**config.mk**
```make
export PLATFORM = sky130hd
export DESIGN_NAME = div_clk_monitor
export DESIGN_NICKNAME = d
export VERILOG_FILES = /design/src/rtl/div_mon_pkg.sv /design/src/rtl/sync_edge_det.sv /design/src/rtl/div_clk_monitor.sv
export SDC_FILE = /design/constraint.sdc
export NUM_CORES = 1
export LEC_CHECK = 0
export BUFFER_PORTS_ARGS = -buffer_cell sky130_fd_sc_hd__buf_2
export CAP_MARGIN = 20
export CORE_UTILIZATION = 52
export DETAILED_ROUTE_END_ITERATION = 6
export GPL_TIMING_DRIVEN = 0
export PLACE_DENSITY = 0.76
export SYNTH_ARGS = -nofsm -noshare
export SYNTH_HDL_FRONTEND = slang
export SYNTH_SLANG_ARGS = --single-unit
```
**constraint.sdc**
```tcl
create_clock -name clk -period 3.2 [get_ports clk]
set_input_delay 0.48 -clock clk [delete_from_list [all_inputs] [get_ports clk]]
set_output_delay 0.48 -clock clk [all_outputs]
set_load 0.05 [all_outputs]
```
**src/rtl/div_mon_pkg.sv**
```systemverilog
// Shared types and constants for the divided-clock monitor.
package div_mon_pkg;

    typedef enum logic [1:0] {
        IDLE    = 2'd0,
        MEASURE = 2'd1,
        LOCKED  = 2'd2
    } mon_state_e;

    localparam int SYNC_DEPTH = 2;

endpackage

```
**src/rtl/sync_edge_det.sv**
```systemverilog
// Brings the asynchronous divided clock into the clk domain and flags its edges.
module sync_edge_det
    import div_mon_pkg::*;
(
    input  logic clk,
    input  logic rst_n,
    input  logic din,
    output logic rise,
    output logic fall,
    output logic level
);

    logic [SYNC_DEPTH-1:0] sync_p0;
    logic                  last_p1;

    // synchronizer chain, then one extra stage holding the previous level
    always_ff @(posedge clk or negedge rst_n) begin
        if (!rst_n) begin
            sync_p0 <= '0;
            last_p1 <= 1'b0;
        end else begin
            sync_p0 <= {sync_p0[SYNC_DEPTH-2:0], din};
            last_p1 <= sync_p0[SYNC_DEPTH-1];
        end
    end

    assign level = sync_p0[SYNC_DEPTH-1];
    assign rise  = level & ~last_p1;
    assign fall  = ~level & last_p1;

endmodule

```
**src/rtl/div_clk_monitor.sv**
```systemverilog
// Measures period and high time of a divided clock and tracks frequency lock.
// Optional duty-cycle qualification is enabled by defining DIV_MON_DUTY_CHECK_EN.
module div_clk_monitor
    import div_mon_pkg::*;
#(
    parameter int CNT_W    = 8,
    parameter int LOCK_CNT = 4
) (
    input  logic             clk,
    input  logic             rst_n,
    input  logic             div_in,
    input  logic [CNT_W-1:0] exp_period,
    input  logic [3:0]       tol,
    input  logic             err_clr,
    output logic [CNT_W-1:0] period,
    output logic [CNT_W-1:0] high_time,
    output logic             period_vld,
    output logic             locked,
    output logic             err
);

    localparam int               RUN_W    = (LOCK_CNT > 1) ? $clog2(LOCK_CNT) : 1;
    localparam logic [RUN_W-1:0] RUN_LAST = RUN_W'(LOCK_CNT - 1);
    localparam logic [CNT_W-1:0] CNT_MAX  = {CNT_W{1'b1}};
    localparam logic [CNT_W-1:0] CNT_ONE  = CNT_W'(1);

    function automatic logic [CNT_W-1:0] sat_inc(input logic [CNT_W-1:0] v);
        return (v == CNT_MAX) ? v : v + 1'b1;
    endfunction

    function automatic logic within_tol(input logic signed [CNT_W+1:0] diff,
                                        input logic [3:0]              t);
        logic signed [CNT_W+1:0] mag;
        mag = diff[CNT_W+1] ? -diff : diff;
        return mag <= $signed((CNT_W+2)'(t));
    endfunction

    logic rise;
    logic fall;
    logic level;

    sync_edge_det u_sync (
        .clk   (clk),
        .rst_n (rst_n),
        .din   (div_in),
        .rise  (rise),
        .fall  (fall),
        .level (level)
    );

    mon_state_e       state;
    logic [CNT_W-1:0] per_cnt;
    logic [CNT_W-1:0] hi_cnt;
    logic             hi_run;
    logic [RUN_W-1:0] good_run;

    logic signed [CNT_W:0] per_diff;
    logic                  good;
    logic                  timeout;

    assign per_diff = $signed({1'b0, per_cnt}) - $signed({1'b0, exp_period});

`ifdef DIV_MON_DUTY_CHECK_EN
    logic signed [CNT_W+1:0] duty_diff;
    assign duty_diff = $signed({1'b0, hi_cnt, 1'b0}) - $signed({2'b00, per_cnt});
`endif

    always_comb begin
        good = within_tol((CNT_W+2)'(per_diff), tol);
`ifdef DIV_MON_DUTY_CHECK_EN
        good = good && within_tol(duty_diff, tol);
`endif
    end

    // A saturated counter means div_in stopped toggling.
    assign timeout = (per_cnt == CNT_MAX) || (hi_run && level && hi_cnt == CNT_MAX);

    always_ff @(posedge clk or negedge rst_n) begin
        if (!rst_n) begin
            state      <= IDLE;
            per_cnt    <= '0;
            hi_cnt     <= '0;
            hi_run     <= 1'b0;
            good_run   <= '0;
            period     <= '0;
            high_time  <= '0;
            period_vld <= 1'b0;
            locked     <= 1'b0;
            err        <= 1'b0;
        end else begin
            period_vld <= 1'b0;
            if (err_clr) begin
                err <= 1'b0;
            end
            case (state)
                IDLE: begin
                    if (rise) begin
                        state    <= MEASURE;
                        per_cnt  <= CNT_ONE;
                        hi_cnt   <= CNT_ONE;
                        hi_run   <= 1'b1;
                        good_run <= '0;
                    end
                end
                default: begin
                    if (rise) begin
                        per_cnt    <= CNT_ONE;
                        hi_cnt     <= CNT_ONE;
                        hi_run     <= 1'b1;
                        period     <= per_cnt;
                        high_time  <= hi_cnt;
                        period_vld <= 1'b1;
                        if (good) begin
                            if (state == MEASURE) begin
                                if (good_run == RUN_LAST) begin
                                    state    <= LOCKED;
                                    locked   <= 1'b1;
                                    good_run <= '0;
                                end else begin
                                    good_run <= good_run + 1'b1;
                                end
                            end
                        end else begin
                            good_run <= '0;
                            if (state == LOCKED) begin
                                state  <= MEASURE;
                                locked <= 1'b0;
                                err    <= 1'b1;
                            end
                        end
                    end else if (timeout) begin
                        state    <= IDLE;
                        locked   <= 1'b0;
                        err      <= 1'b1;
                        per_cnt  <= '0;
                        hi_cnt   <= '0;
                        hi_run   <= 1'b0;
                        good_run <= '0;
                    end else begin
                        per_cnt <= sat_inc(per_cnt);
                        if (fall) begin
                            hi_run <= 1'b0;
                        end else if (hi_run) begin
                            hi_cnt <= sat_inc(hi_cnt);
                        end
                    end
                end
            endcase
        end
    end

endmodule
```
; After elaboration in Yosys (flattened, before gate mapping)
; Index checks and enable logic that the tools add are counted.
[word_totals]
regBits = 43
inputBits = 16
out_inout_bits = 19
wordCells = 97
[op_classes]
add_sub_neg = 5
order_cmp = 1
eq_ne = 15
n_mux = 45
bitwise = 5
reduce_logical = 14
[op_table]
columns = operator, count
row1 = $mux W8, 11
row2 = $mux W2, 14
row3 = $mux W1, 19
row4 = $add A8 B1 Y8 const B, 2
row5 = $eq A8 B8 Y1 const B, 2
row6 = $le A10 B5 Y1, 1
row7 = $mux W10, 1
row8 = $neg A9 Y10, 1
row9 = $reduce_and A5 Y1, 2
row10 = $ne A3 B2 Y1 const B, 3
row11 = $sub A8 B8 Y9, 1
row12 = $ne A4 B2 Y1 const B, 2
row13 = $ne A3 B3 Y1 const B, 2
row14 = $reduce_and A2 Y1, 3
row15 = $reduce_bool A3 Y1, 2
row16 = $eq A2 B2 Y1 const B, 2
row17 = $ne A4 B1 Y1 const B, 1
row18 = $reduce_and A4 Y1, 1
row19 = $ne A3 B1 Y1 const B, 1
row20 = $not A1 Y1, 3
row21 = $reduce_and A3 Y1, 1
row22 = $add A2 B1 Y2 const B, 1
row23 = $and A1 B1 Y1, 2
row24 = $eq A2 B1 Y1 const B, 1
row25 = other kinds (5), 6

; Logic depth before layout (Yosys ltp)
[logic_depth]
ltp_word = 7
mapped_depth = 18
ltp_nobuf = 17

; By module
; From an unflattened synthesis, not the netlist that was laid out.
[unflattened]
hier_cells = 267
area_unflattened_um2 = 2512.4
[modules_own_cells]
columns = mod, instances, cells_each, area_per_inst_um2, seq_area_each_um2
row1 = div_clk_monitor, 1, 262, 2422.3, 1001.0
row2 = sync_edge_det, 1, 5, 90.1, 75.1

; Worst setup path after synthesis
; No wires, ideal clock.
[synth_path]
path_type = input -> register
from = input port exp_period[3]
to = register state[0]
setup_ns = 0.130
t_arrival_ns = 3.288
t_required_ns = 3.070
path_slack_ns = -0.219
cell_stages = 17
path_buffers = 1
cell_sequence = inv_1 ha_1 buf_6 a21o_1 nand2_1 a21oi_1 nor3b_2 nand2_1 a221oi_1 xnor2_1 ha_1 a21oi_1 o21ai_0 a32oi_1 o21ai_4 nor3_4 a211oi_1
[synth_via]
elab_chain_len = 7
word_cells_on_any_way = 11
classes_between = 2 x add/sub / 1 x order compare / 3 x eq/ne / 4 x mux / 1 x reduce/logical
[synth_rtl]
columns = element, line
row1 = from (decl), div_clk_monitor.sv:12  ; input logic [CNT_W-1:0] exp_period,
row2 = $sub A8 B8 Y9 *, div_clk_monitor.sv:61  ; assign per_diff = $signed({1'b0, per_cnt}) - $signed({1'b0, exp_period});
row3 = $neg A9 Y10, div_clk_monitor.sv:34  ; mag = diff[CNT_W+1] ? -diff : diff;
row4 = $mux W10 *, div_clk_monitor.sv:34
row5 = $le A10 B5 Y1 *, div_clk_monitor.sv:35  ; return mag <= $signed((CNT_W+2)'(t));
row6 = "parallel branches: the longest is 3 deep, another holds $reduce_and A5 Y1", n/a
row7 = to (signal assigned), div_clk_monitor.sv:98  ; state <= MEASURE;
row8 = to (signal assigned), div_clk_monitor.sv:116  ; state <= LOCKED;
row9 = to (signal assigned), div_clk_monitor.sv:126  ; state <= MEASURE;
row10 = to (decl), div_clk_monitor.sv:51  ; mon_state_e state;
; Mark *: on every way between the ends.
; A chain may end at the register's enable or synchronous reset.

; Worst setup path after layout
[layout_path]
from = register per_cnt[1]
to = register good_run[1]
[layout_via]
elab_chain_len = 7
word_cells_on_any_way = 12
classes_between = 2 x add/sub / 1 x order compare / 2 x eq/ne / 4 x mux / 3 x reduce/logical
[layout_rtl]
columns = element, line
row1 = from (decl), div_clk_monitor.sv:52  ; logic [CNT_W-1:0] per_cnt;
row2 = from (signal assigned), div_clk_monitor.sv:140  ; per_cnt <= sat_inc(per_cnt);
row3 = $sub A8 B8 Y9, div_clk_monitor.sv:61
row4 = $neg A9 Y10, div_clk_monitor.sv:34
row5 = $mux W10, div_clk_monitor.sv:34
row6 = $le A10 B5 Y1, div_clk_monitor.sv:35
row7 = $mux W2, div_clk_monitor.sv:113  ; if (good) begin
row8 = $mux W2, div_clk_monitor.sv:106  ; if (rise) begin
row9 = $mux W2, div_clk_monitor.sv:95  ; case (state)
row10 = to (signal assigned), div_clk_monitor.sv:120  ; good_run <= good_run + 1'b1;
row11 = to (decl), div_clk_monitor.sv:55  ; logic [RUN_W-1:0] good_run;
; Several ways; a longest one is shown, not always the timed one.

==> reports/qor.txt <==
OUTCOME
-------------------------------------------------------------------------------------
Result of the run                                                        finished with violations
Violations in the final reports                                          setup timing

SETUP PATH
-------------------------------------------------------------------------------------
Crit path from                                                           per_cnt[1]$_DFFE_PN0P_
Element type at the critical path end                                       flip-flop
Destination of the critical timing path                                  good_run[1]$_DFFE_PN0P_
Maximum fanout along the worst path                                                 4
Buffer and inverter count on the worst path                                         1
Worst setup slack for register-to-register paths                              -130 ps
Worst Reg2Reg Path Length in Cells                                                 16
Number of logic stages on the critical path including buffering                    16
Worst endpoint data arrival time                                              3560 ps
Data required time at the worst endpoint                                      3430 ps
Standard cell with the maximum stage delay on the critical path               dfrtp_2
Critical path's largest stage delay                                            430 ps
Start of the worst register-to-register path                             per_cnt[1]$_DFFE_PN0P_
CP Class                                                                      reg2reg
Reg2Reg Capture Point                                                    good_run[1]$_DFFE_PN0P_
Kind of start point of the critical path                                    flip-flop
Delay-heaviest family, CP                                                compound AO/OA/AOI/OAI gates
Critical-path cell list                                                  ha_4 -> nor2b_4 -> o2111ai_4 -> a21oi_4 -> nor3b_4 -> nand2_1 -> a221oi_2 -> xnor2_1 -> ha_1 -> a21oi_2 -> o21ai_2 -> a32oi_2 -> buf_4 -> o21ai_4 -> nor3_4 -> a22o_1

STA
-------------------------------------------------------------------------------------
Transition at the pin with the smallest max-transition slack                   939 ps
Max-slew violation count                                                            0
Maximum clock rate                                                          0.300 GHz
RSZ-0062 raised after global routing                                             true
Fraction of the cycle the final worst path needs                                 1.04
Count of endpoints failing setup in the final report                                6
Final setup slack of the worst path                                           -133 ps
Final critical delay including setup and external delays                      3330 ps
Worst slew margin relative to its limit                                         0.370
Worst Skew                                                                    8.08 ps
Final hold violations                                                               0

GLOBAL ROUTING
-------------------------------------------------------------------------------------
Total congestion overflow                                                           0
Initial antenna violation count                                                     0
Maximum number of pins on one net before global-route repair                       44
Met3 Usage GRT                                                                 0.0359
Met1 Use GR                                                                     0.300
Met2 track utilization from global routing                                      0.341
Highest-utilization routing layer at the global route stage                      met2
Via count of the first global-routing pass                                      1,967
GRT Total Usage                                                                 0.212
First-pass GRT wire length                                                    8.71 mm

ROUTING
-------------------------------------------------------------------------------------
Number of DRC markers after the initial detailed-route iteration                  100
Drt pass-1 iters                                                                    4
Antenna Nets Post-Route                                                             0
Ratio of routed vias to standard cells                                           5.54
Residual DRC count                                                                  0
Overall via count from detail_route                                             2,178
Detailed Route WL                                                             5.30 mm
Post-DR wirelength/cell                                                       13.5 µm

SYNTHESIS
-------------------------------------------------------------------------------------
Warnings, synthesis                                                                 0
Avg Synthesized Cell Area                                                    9.63 µm²
Total of flip-flops plus latches after synthesis                                   43
Number of different library cells in the post-synthesis netlist                    54
Number of enable flip-flop cells after synthesis                                    0
Sequential fraction of the synthesis area                                       0.414
Syn Inst Count                                                                    270
Main flop type after synthesis                                                dfrtp_1
Area contributors post-synth                                             dfrtp_1, ha_1, mux2_2, nand2_1, o21ai_0
Async SR Flop Fraction                                                           1.00
Syn_nets                                                                          305
Cell Area, Synth                                                             2600 µm²
Fraction of synthesized cell area taken by the top area cell type               0.414
Cell taking the most area after synthesis                                     dfrtp_1

CLOCK NETWORK
-------------------------------------------------------------------------------------
Clock-pin slew of the registers on the worst-case setup and hold paths          80 ps
CTS buffer count                                                                    5
Root cell of the clock tree                                                  clkbuf_8
Number of clock sinks                                                              43
Count of hold-fix buffers inserted at cts                                           0
Buffer depth of the longest clock path                                              2
Worst-skew pair later-pin latency                                              290 ps
CTS tree                                                                         done
H-tree depth                                                                        2

FINISH
-------------------------------------------------------------------------------------
Fraction of final layout cells with drive strength greater than 1               0.344
Layout net count                                                                  361
Count of inserted antenna diode cells                                               0
Post-route cell area                                                         3170 µm²
Layout-stage area growth over the synthesis result                              21.8%
Utilization after layout                                                        0.666

POWER AND IR DROP
-------------------------------------------------------------------------------------
P_int                                                                         1.35 mW
Share of total power in the clock network                                       0.148
Worst voltage drop across the vdd grid                                         369 µV
Sequential power share                                                          0.326
Power share of the combinational group                                          0.526
Switching share of power                                                        0.411
Power dissipated by switching net loads                                      0.941 mW
Leakage power                                                                 1.53 nW
Power density over cell area                                               723 nW/µm²

FLOORPLANNING
-------------------------------------------------------------------------------------
Horizontal extent of the die                                                  72.7 µm
Effective utilization at floorplan                                              0.547
Total die area                                                               5290 µm²
Site row count                                                                     25
Vertical die dimension                                                        72.7 µm
# IOs                                                                              35
Area inside the core boundary                                                4750 µm²

PLACED DESIGN
-------------------------------------------------------------------------------------
Setup slack after placement                                                   -552 ps
HPWL reported at the end of detailed placement                                3.72 mm
Placement-stage cell area                                                    2950 µm²
Final weighted congestion in routability-driven placement                       0.815
Port Buffer Count                                                                  34

WORST HOLD PATH
-------------------------------------------------------------------------------------
Classification of the worst-slack hold path                                    in2reg

JOB
-------------------------------------------------------------------------------------
Max Cap Viol                                                                        0

## worst min path at each step
stage / from / end / slack [ps] / depth (start not counted)
3_3_place_gp: u_sync.sync_p0[0]$_DFF_PN0_ / u_sync.sync_p0[1]$_DFF_PN0_ / 330 / 0
3_5_place_dp: u_sync.sync_p0[0]$_DFF_PN0_ / u_sync.sync_p0[1]$_DFF_PN0_ / 340 / 0
4_1_cts: div_in / u_sync.sync_p0[0]$_DFF_PN0_ / 290 / 1
2_1_floorplan: rst_n / err$_DFF_PN0_ / 180 / 0
5_1_grt: div_in / u_sync.sync_p0[0]$_DFF_PN0_ / 280 / 1
6_report: div_in / u_sync.sync_p0[0]$_DFF_PN0_ / 290 / 1
## power by group through the flow
| stage | logic (mW) | registers, mW | clock network, mW |
|---|---|---|---|
| after detailed placement | 1.04 | 0.764 | 0 |
| final | 1.21 | 0.746 | 0.339 |
| after CTS | 1.14 | 0.744 | 0.346 |
| after global placement | 1.01 | 0.758 | 0 |
| after floorplan | 0.658 | 0.924 | 0 |
| after global routing | 1.32 | 0.764 | 0.369 |
## per-stage QoR
stage	hold slack, ps	power, mW	cells	TNS [ps]
after floorplan	184	1.58	270	0
after global placement	333	1.76	371	-2330
after detailed placement	342	1.80	371	-2830
after CTS	288	2.23	389	-659
after global routing	283	2.45	393	-1490
final	293	2.29	393	-651
## cell type report
cell class / instances / area, µm²
Multi-Input combinational cell: 199 / 1500
Fill cell: 407 / 1590
Clock buffer: 6 / 82.6
Timing Repair Buffer: 51 / 298
Buffer: 7 / 35.0
Tap cell: 67 / 83.8
Inverter: 19 / 76.3
Clock inverter: 1 / 5.00
Sequential cell: 43 / 1080
## registers in the layout, indices dropped and copies added (netlist names)
name,count
high_time,8
period,8
err,1
locked,1
period_vld,1
per_cnt,8
u_sync.last_p1,1
hi_cnt,8
u_sync.sync_p0,2
good_run,2
hi_run,1
state,2
## worst reg2reg max path: stages, from the launching register on
cell and delay [ps]:
dfrtp_2 430, ha_4 220, nor2b_4 130, o2111ai_4 230
a21oi_4 100, nor3b_4 280, nand2_1 120, a221oi_2 280
xnor2_1 110, ha_1 340, a21oi_2 160, o21ai_2 80
a32oi_2 230, buf_4 160, o21ai_4 70, nor3_4 180
a22o_1 170
## per-layer routing
layer	vias up	routed length (µm)
li1	1078	-
met1	1043	2620
met2	52	2450
met3	5	194
met4	0	32
met5	-	0
## synthesized netlist by cell type, types with 3 or more instances
| cell | number |
|---|---|
| buf_2 | 4 |
| nor2_1 | 15 |
| xnor2_1 | 4 |
| o21ai_0 | 24 |
| mux2_2 | 14 |
| dfrtp_1 | 43 |
| inv_1 | 19 |
| and2_1 | 3 |
| and3_1 | 4 |
| nand2b_1 | 3 |
| a31oi_1 | 3 |
| o211ai_1 | 3 |
| o31ai_1 | 4 |
| a22o_1 | 3 |
| nor3_1 | 8 |
| ha_1 | 19 |
| nand3_1 | 13 |
| a21oi_1 | 7 |
| nand2_1 | 33 |
## repair_timing
action                     in CTS  in global routing
gates resized for setup        10                  3
setup endpoints to repair       6                  6
cloned                          0                  0
pin swaps                      17                 13
buffers inserted               13                  4
## cell families after synthesis
kind of cell             after synthesis  synth area share
adder cells (fa/ha/maj)               19            0.0914
XOR/XNOR                               6            0.0202
multiplexers                          16            0.0683
AND/OR/NAND/NOR                       90             0.176
AO/OA/AOI/OAI                         68             0.181
flip-flops                            43             0.414
buffers and inverters                 28            0.0496
## cell usage in the layout, fill, tap and decap left out, types with 3 or more instances in the layout
cell type and n:
buf_2 38, dfrtp_1 38, nand2_1 31, o21ai_0 23, buf_4 18, inv_1 15, nor2_1 15, mux2_2 14
nand3_1 13, ha_1 12, nor3_1 7, clkbuf_8 6, a21oi_1 5, dfrtp_2 5, xnor2_1 4, o31ai_1 4
and3_1 4, ha_2 4, inv_2 3, o211ai_1 3, and2_1 3, a31oi_1 3, nand2b_1 3, a22o_1 3
ha_4 3
No activity file was read; power rests on OpenSTA's default activity.
